--- config.mk ---
export PLATFORM = sky130hd
export DESIGN_NAME = user_bus_arbiter
export DESIGN_NICKNAME = d
export VERILOG_FILES = /design/src/rtl/ub_arb_pkg.sv /design/src/rtl/ub_req_tracker.sv /design/src/rtl/user_bus_arbiter.sv
export SDC_FILE = /design/constraint.sdc
export NUM_CORES = 1
export LEC_CHECK = 0
export ABC_AREA = 1
export CORE_MARGIN = 1
export CORE_UTILIZATION = 45
export CTS_BUF_LIST = sky130_fd_sc_hd__clkbuf_2 sky130_fd_sc_hd__clkbuf_4 sky130_fd_sc_hd__clkbuf_8
export DETAILED_ROUTE_END_ITERATION = 10
export PLACE_DENSITY = 0.89
export SYNTH_ARGS = -nofsm -noshare
export SYNTH_HDL_FRONTEND = slang
export SYNTH_SLANG_ARGS = --single-unit
--- constraint.sdc ---
create_clock -name CLK -period 2.3 [get_ports CLK]
set_clock_uncertainty 0.05 [all_clocks]
set_input_delay 0.46 -clock CLK [delete_from_list [all_inputs] [get_ports CLK]]
set_output_delay 0.46 -clock CLK [all_outputs]
set_load 0.05 [all_outputs]
--- src/rtl/ub_arb_pkg.sv ---
`default_nettype none
// ============================================================================
// Module      : ub_arb_pkg
// Description : Shared constants for the user bus arbiter. This package holds
//               the FSM state encoding, the data returned on a timed-out
//               access and the master index values.
// Revision    : 1.0 - initial release
// ============================================================================
package ub_arb_pkg;

  // FSM state encoding
  localparam logic [2:0] ST_IDLE   = 3'd0;
  localparam logic [2:0] ST_SETUP  = 3'd1;
  localparam logic [2:0] ST_STROBE = 3'd2;
  localparam logic [2:0] ST_WAIT   = 3'd3;
  localparam logic [2:0] ST_DONE   = 3'd4;

  // Read data handed back when the slave never releases USER_WAIT
  localparam logic [31:0] TIMEOUT_DATA = 32'hFFFF_FFFF;

  // Master indices
  localparam logic M_A = 1'b0;
  localparam logic M_B = 1'b1;

  // One-hot GRANT encoding for a master index (bit0 = A, bit1 = B)
  function automatic logic [1:0] grant_onehot(input logic idx);
    return (idx == M_B) ? 2'b10 : 2'b01;
  endfunction

endpackage
`default_nettype wire

--- src/rtl/ub_req_tracker.sv ---
`default_nettype none
// ============================================================================
// Module      : ub_req_tracker
// Description : Per-master request qualifier. A master stays eligible only
//               until its access is acknowledged. After that it must drop
//               both RD and WR for at least one cycle before a new request
//               is accepted.
// Ports       : CLK, RSTb   - clock and async active-low reset
//               i_rd, i_wr  - master request levels
//               i_ack       - high on the edge that loads this master's ACK
//               o_pending   - master is requesting and not yet serviced
// Revision    : 1.0 - initial release
// ============================================================================
module ub_req_tracker (
  input  logic CLK,
  input  logic RSTb,
  input  logic i_rd,
  input  logic i_wr,
  input  logic i_ack,
  output logic o_pending
);

  logic r_done;

  // Setting the flag takes priority over clearing it. The request is always
  // still high on the acknowledge edge, so the two never actually collide.
  always_ff @(posedge CLK or negedge RSTb) begin
    if (!RSTb) begin
      r_done <= 1'b0;
    end else if (i_ack) begin
      r_done <= 1'b1;
    end else if (!i_rd && !i_wr) begin
      r_done <= 1'b0;
    end
  end

  assign o_pending = (i_rd | i_wr) & ~r_done;

endmodule
`default_nettype wire

--- src/rtl/user_bus_arbiter.sv ---
`default_nettype none
// ============================================================================
// Module      : user_bus_arbiter
// Description : Shares the board-local user register bus between master A
//               (VME slave) and master B (Aurora fiber bus). Each access runs
//               through SETUP, STROBE, WAIT and DONE. Simultaneous requests
//               are granted round-robin, and a hung slave is aborted with a
//               timeout.
// Ports       : CLK, RSTb                   - clock, async active-low reset
//               A_*/B_* RD,WR,ADDR,WDATA     - master requests (held to ACK)
//               A_*/B_* RDATA,ACK,ERR        - master completion outputs
//               USER_REb/WEb/OEb/ADDR/DATA_OUT - registered user bus drive
//               USER_DATA_IN, USER_WAIT      - slave read data, wait request
//               GRANT, BUSY                  - current owner, FSM active
// Revision    : 1.0 - initial release
// ============================================================================
module user_bus_arbiter
  import ub_arb_pkg::*;
#(
  parameter int RD_WAIT = 2,
  parameter int WR_WAIT = 1,
  parameter int TIMEOUT = 255
) (
  input  logic        CLK,
  input  logic        RSTb,
  input  logic        A_RD,
  input  logic        A_WR,
  input  logic [15:0] A_ADDR,
  input  logic [31:0] A_WDATA,
  output logic [31:0] A_RDATA,
  output logic        A_ACK,
  output logic        A_ERR,
  input  logic        B_RD,
  input  logic        B_WR,
  input  logic [15:0] B_ADDR,
  input  logic [31:0] B_WDATA,
  output logic [31:0] B_RDATA,
  output logic        B_ACK,
  output logic        B_ERR,
  output logic        USER_REb,
  output logic        USER_WEb,
  output logic        USER_OEb,
  output logic [15:0] USER_ADDR,
  output logic [31:0] USER_DATA_OUT,
  input  logic [31:0] USER_DATA_IN,
  input  logic        USER_WAIT,
  output logic [1:0]  GRANT,
  output logic        BUSY
);

  localparam logic [9:0] C_RD_MIN_M1 = 10'(RD_WAIT - 1);
  localparam logic [9:0] C_WR_MIN_M1 = 10'(WR_WAIT - 1);
  // The abort is taken on the edge where the counter would reach TIMEOUT-1,
  // so the access spends TIMEOUT-1 cycles in WAIT in total.
  localparam logic [9:0] C_TO_LAST   = 10'(TIMEOUT - 2);

  logic [2:0]  r_state;
  logic [9:0]  r_cnt;
  logic        r_is_wr;
  logic        r_owner;
  logic        r_last_grant;
  logic        r_re_n, r_we_n, r_oe_n;
  logic [15:0] r_addr;
  logic [31:0] r_dout;
  logic [31:0] r_a_rdata, r_b_rdata;
  logic        r_a_ack, r_b_ack, r_a_err, r_b_err;
  logic [1:0]  r_grant;
  logic        r_busy;

  logic        w_a_pend, w_b_pend;
  logic        w_pick_b, w_sel_wr;
  logic [15:0] w_sel_addr;
  logic [31:0] w_sel_wdata;
  logic [9:0]  w_min_m1;
  logic        w_wait_ok, w_timeout, w_finish, w_ack_a, w_ack_b;

  ub_req_tracker u_trk_a (
    .CLK       (CLK),
    .RSTb      (RSTb),
    .i_rd      (A_RD),
    .i_wr      (A_WR),
    .i_ack     (w_ack_a),
    .o_pending (w_a_pend)
  );

  ub_req_tracker u_trk_b (
    .CLK       (CLK),
    .RSTb      (RSTb),
    .i_rd      (B_RD),
    .i_wr      (B_WR),
    .i_ack     (w_ack_b),
    .o_pending (w_b_pend)
  );

  always_comb begin
    // B wins if it is the only requester, or if both request and A went last
    w_pick_b    = w_b_pend & (~w_a_pend | (r_last_grant == M_A));
    // WR alone decides direction, so RD+WR together is a write
    w_sel_wr    = w_pick_b ? B_WR    : A_WR;
    w_sel_addr  = w_pick_b ? B_ADDR  : A_ADDR;
    w_sel_wdata = w_pick_b ? B_WDATA : A_WDATA;
    w_min_m1    = r_is_wr ? C_WR_MIN_M1 : C_RD_MIN_M1;
    w_wait_ok   = (r_cnt >= w_min_m1) && !USER_WAIT;
    w_timeout   = USER_WAIT && (r_cnt == C_TO_LAST);
    w_finish    = (r_state == ST_WAIT) && (w_wait_ok || w_timeout);
    w_ack_a     = w_finish && (r_owner == M_A);
    w_ack_b     = w_finish && (r_owner == M_B);
  end

  always_ff @(posedge CLK or negedge RSTb) begin
    if (!RSTb) begin
      r_state      <= ST_IDLE;
      r_cnt        <= '0;
      r_is_wr      <= 1'b0;
      r_owner      <= M_A;
      r_last_grant <= M_B;
      r_re_n       <= 1'b1;
      r_we_n       <= 1'b1;
      r_oe_n       <= 1'b1;
      r_addr       <= '0;
      r_dout       <= '0;
      r_a_rdata    <= '0;
      r_b_rdata    <= '0;
      r_a_ack      <= 1'b0;
      r_b_ack      <= 1'b0;
      r_a_err      <= 1'b0;
      r_b_err      <= 1'b0;
      r_grant      <= 2'b00;
      r_busy       <= 1'b0;
    end else begin
      r_a_ack <= 1'b0;
      r_b_ack <= 1'b0;
      case (r_state)
        ST_IDLE: begin
          if (w_a_pend || w_b_pend) begin
            r_owner <= w_pick_b;
            r_is_wr <= w_sel_wr;
            r_addr  <= w_sel_addr;
            r_dout  <= w_sel_wdata;
            // Output enable opens with SETUP so the decoder sees it early
            r_oe_n  <= w_sel_wr;
            r_grant <= grant_onehot(w_pick_b);
            r_busy  <= 1'b1;
            if (w_pick_b) r_b_err <= 1'b0;
            else          r_a_err <= 1'b0;
            r_state <= ST_SETUP;
          end
        end
        ST_SETUP: begin
          r_re_n  <= r_is_wr;
          r_we_n  <= ~r_is_wr;
          r_state <= ST_STROBE;
        end
        ST_STROBE: begin
          r_re_n  <= 1'b1;
          r_we_n  <= 1'b1;
          r_cnt   <= '0;
          r_state <= ST_WAIT;
        end
        ST_WAIT: begin
          if (w_wait_ok) begin
            if (!r_is_wr) begin
              if (r_owner == M_B) r_b_rdata <= USER_DATA_IN;
              else                r_a_rdata <= USER_DATA_IN;
            end
            r_a_ack <= w_ack_a;
            r_b_ack <= w_ack_b;
            r_oe_n  <= 1'b1;
            r_state <= ST_DONE;
          end else if (w_timeout) begin
            if (r_owner == M_B) begin
              r_b_rdata <= TIMEOUT_DATA;
              r_b_err   <= 1'b1;
            end else begin
              r_a_rdata <= TIMEOUT_DATA;
              r_a_err   <= 1'b1;
            end
            r_a_ack <= w_ack_a;
            r_b_ack <= w_ack_b;
            r_oe_n  <= 1'b1;
            r_state <= ST_DONE;
          end else begin
            r_cnt <= r_cnt + 10'd1;
          end
        end
        ST_DONE: begin
          r_last_grant <= r_owner;
          r_grant      <= 2'b00;
          r_busy       <= 1'b0;
          r_state      <= ST_IDLE;
        end
        default: begin
          r_state <= ST_IDLE;
        end
      endcase
    end
  end

  assign A_RDATA       = r_a_rdata;
  assign A_ACK         = r_a_ack;
  assign A_ERR         = r_a_err;
  assign B_RDATA       = r_b_rdata;
  assign B_ACK         = r_b_ack;
  assign B_ERR         = r_b_err;
  assign USER_REb      = r_re_n;
  assign USER_WEb      = r_we_n;
  assign USER_OEb      = r_oe_n;
  assign USER_ADDR     = r_addr;
  assign USER_DATA_OUT = r_dout;
  assign GRANT         = r_grant;
  assign BUSY          = r_busy;

endmodule
`default_nettype wire

==> summary.md <==
| Metric | Value |
|---|---|
| PD cells | `1650 mW/mm2` |
| Max clock buf depth | `2` |
| Worst Reg2Reg Path Length in Cells | `6` |
| Worst EP arrival | `1.67 ns` |
| Detailed Route WL | `19100 um` |
| Relative slew slack | `56.1%` |
| Clock power share | `13.0%` |
| Die width | `122 um` |
| Register bit total from synthesis | `140` |
| Drt wl/cell | `15.6 um` |
| Met1 usage | `30.8%` |
| Postcts setup bufs | `0` |
| Crit. End Element | `primary output` |
| Switch share | `51.2%` |
| Fin. Hold Viols | `0` |
| WHS Endpoint | `USER_WEb$_DFFE_PN1N_` |
| Grt met3 use | `6.74%` |
| Clock latency on the worst-skew pair | `0.44 ns` |
| Pint | `7.77 mW` |
| Inserted Clock Buffers | `17` |
| Pre-Repair DR Iteration Count | `4` |
| Die ar. | `0.0149 mm2` |
| Input/output buffers | `256` |
| Initial antenna violation count | `0` |
| Synth warn | `0` |
| Global route hottest layer | `met2` |
| TritonCTS Sinks | `140` |
| Starting DRT DRC Count | `439` |
| Comb pwr share | `60.2%` |
| CP max stage delay | `0.86 ns` |
| Overall Global Routing Usage | `26.3%` |
| CORE AREA | `0.0140 mm2` |
| Dpl cells | `1191` |
| Hpwl dp | `13700 um` |
| HP Class | `register to register` |
| Crit path max fanout | `2` |
| Place WS | `0.216 ns` |
| Non-filler cells, final | `1224` |
| Hold Path Stages | `1` |
| R2R Path End | `B_RDATA[29]$_DFFE_PN0P_` |
| Peak supply drop | `1.02 mV` |
| Mapped Cells | `777` |
| Share of cells above drive strength 1 | `8.72%` |
| Delay-heaviest family, CP | `buffers and inverters` |
| Row cnt | `43` |
| Final Cycle Share | `94.8%` |
| Most common flop cell mapped by yosys | `dfrtp_1` |
| Run status | `finished clean` |
| Asr flop ratio synth | `100%` |
| Critical path class | `register to primary output` |
| Vias in the first global route | `6068` |
| Area grow syn2layout | `48.7%` |
| First-pass GRT wire length | `29900 um` |
| Leakage | `4.48 nW` |
| Max Cap Viol | `0` |
| I/O pins | `257` |
| Syn Area/Cell | `8.37 um2` |
| Via count | `6276` |
| Reg power frac | `26.8%` |
| CP max stage cell | `clkdlybuf4s50_1` |
| Net Sw Power | `8.16 mW` |
| CTS root buf | `clkbuf_8` |
| Post-Syn Nets | `915` |
| Commonest cells after routing, fill and taps aside | `nand2_1, clkdlybuf4s50_1, dfrtp_1, nand3_1, nor2_1` |
| Fin. max-slew vios | `0` |
| Reg2Reg Launch Point | `r_state[1]$_DFFE_PN0P_` |
| Slew @ Worst Pin | `0.655 ns` |
| GP Congestion | `0.849` |
| Final setup fails | `0` |
| CP Cell Sequence | `clkdlybuf4s50_1` |
| Yosys cell types | `36` |
| Sequential share of the synthesized area | `54.0%` |
| Worst reg2reg setup slack | `0.31 ns` |
| Number of flops mapped to enable cells by yosys | `0` |
| Buffers & Inverters on Critical Path | `1` |
| DRC viols | `0` |
| CTS tree | `done` |
| Gr ovfl total | `0` |
| Tmin final | `2.18 ns` |
| Initial core utilization | `46.5%` |
| Commonest non-fill, non-tap cell in the layout | `nand2_1` |
| Fin Setup TNS | `0 ns` |
| Die span in y | `122 um` |
| Number of diodes | `0` |
| Clock slew at reported path FFs | `0.08 ns` |
| Beginning of the worst hold path | `r_is_wr$_DFFE_PN0P_` |
| Worst setup SP type | `register` |
| Largest net degree at the start of global routing | `65` |
| Cell Area, Synth | `0.00650 mm2` |
| RSZ-0062 raised after global routing | `no` |
| Minimum setup slack in the final design | `0.119 ns` |
| Final nets | `1169` |
| WP data required | `1.79 ns` |
| Final ANT Viol Nets | `0` |
| GR Util met2 | `45.9%` |
| Max Freq | `0.458 GHz` |
| H-tree Lvls | `4` |
| Via/cell ratio | `5.13` |
[flip-flops by register name, indices dropped and copies added (netlist names), 2 cells and up]
register       count
A_RDATA           32
r_cnt             10
GRANT              2
USER_ADDR         16
B_RDATA           32
USER_DATA_OUT     32
r_state            3
[final cells by class]
cell class / count / area (um2)
sequential: 140 / 3510
timing repair buffer: 275 / 2800
tap: 180 / 225
clock buffer: 18 / 241
clock inverter: 14 / 170
inverter: 31 / 118
multi-input combinational: 566 / 2600
fill: 1071 / 4320
[logic make-up after synthesis]
family | Yosys count | share of synthesized area (%)
AOI/OAI and AO/OA | 62 | 4.95
DFF | 140 | 54.0
xor gates and xnor gates | 5 | 0.674
adders and majority gates | 3 | 0.578
buffers and inverters | 71 | 5.97
and+or+nand+nor | 496 | 33.9
[power groups by stage]
stage / registers [mW] / logic, mW / clock network (mW)
after detailed placement: 4.30 / 9.58 / 0
after CTS: 4.27 / 9.63 / 2.11
after global routing: 4.40 / 10.2 / 2.23
after floorplan: 7.71 / 2.91 / 0
after global placement: 4.25 / 9.40 / 0
final: 4.28 / 9.59 / 2.07
[synth_stat cells (4+ instances only)]
library cell | count | share of area [%]
a21oi_1 | 4 | 0.31
buf_2 | 17 | 1.3
buf_6 | 12 | 2.1
clkbuf_1 | 6 | 0.35
dfrtp_1 | 136 | 52
dfstp_2 | 4 | 1.6
inv_1 | 26 | 1.5
nand2_1 | 289 | 17
nand2_2 | 7 | 0.67
nand3_1 | 107 | 8.2
nand4_1 | 4 | 0.38
nor2_1 | 37 | 2.1
nor2_2 | 7 | 0.67
o21ai_0 | 29 | 2.2
o21ai_1 | 25 | 1.9
or2_1 | 30 | 2.9
or2_2 | 4 | 0.38
[routing by layer]
metal  vias up  wire (um)
li1       2994          -
met1      2951       7370
met2       298       9640
met3        33       1580
met4         0        466
met5         -          0
[worst max path at each step]
stage	from	endpoint	slack, ns	cells after the start
2_1_floorplan	r_cnt[0]$_DFFE_PN0P_	B_RDATA[10]$_DFFE_PN0P_	0.49	12
6_report	USER_DATA_OUT[3]$_DFFE_PN0P_	USER_DATA_OUT[3]	0.12	1
3_3_place_gp	USER_WAIT	A_RDATA[18]$_DFFE_PN0P_	0.29	7
3_5_place_dp	B_WR	USER_DATA_OUT[10]$_DFFE_PN0P_	0.22	8
5_1_grt	GRANT[1]$_DFFE_PN0P_	GRANT[1]	0.05	1
4_1_cts	GRANT[1]$_DFFE_PN0P_	GRANT[1]	0.08	1
[stage by stage]
step	util, %	power (mW)	instance area, um2	hold WS (ns)
global route	69.1	16.8	9670	0.449
finish	69.1	15.9	9670	0.405
CTS	69.1	16.0	9670	0.415
global placement	66.1	13.7	9240	0.387
detailed placement	66.1	13.9	9240	0.389
floorplan	-	10.6	6500	0.114
[what timing repair did]
| item | in CTS | in global routing |
|---|---|---|
| resized for setup | 0 | 0 |
| setup endpoints to repair | 0 | 0 |
| hold endpoints to repair | 46 | 0 |
| hold buffers | 1 | 0 |
(Power assumes the default switching activity.)
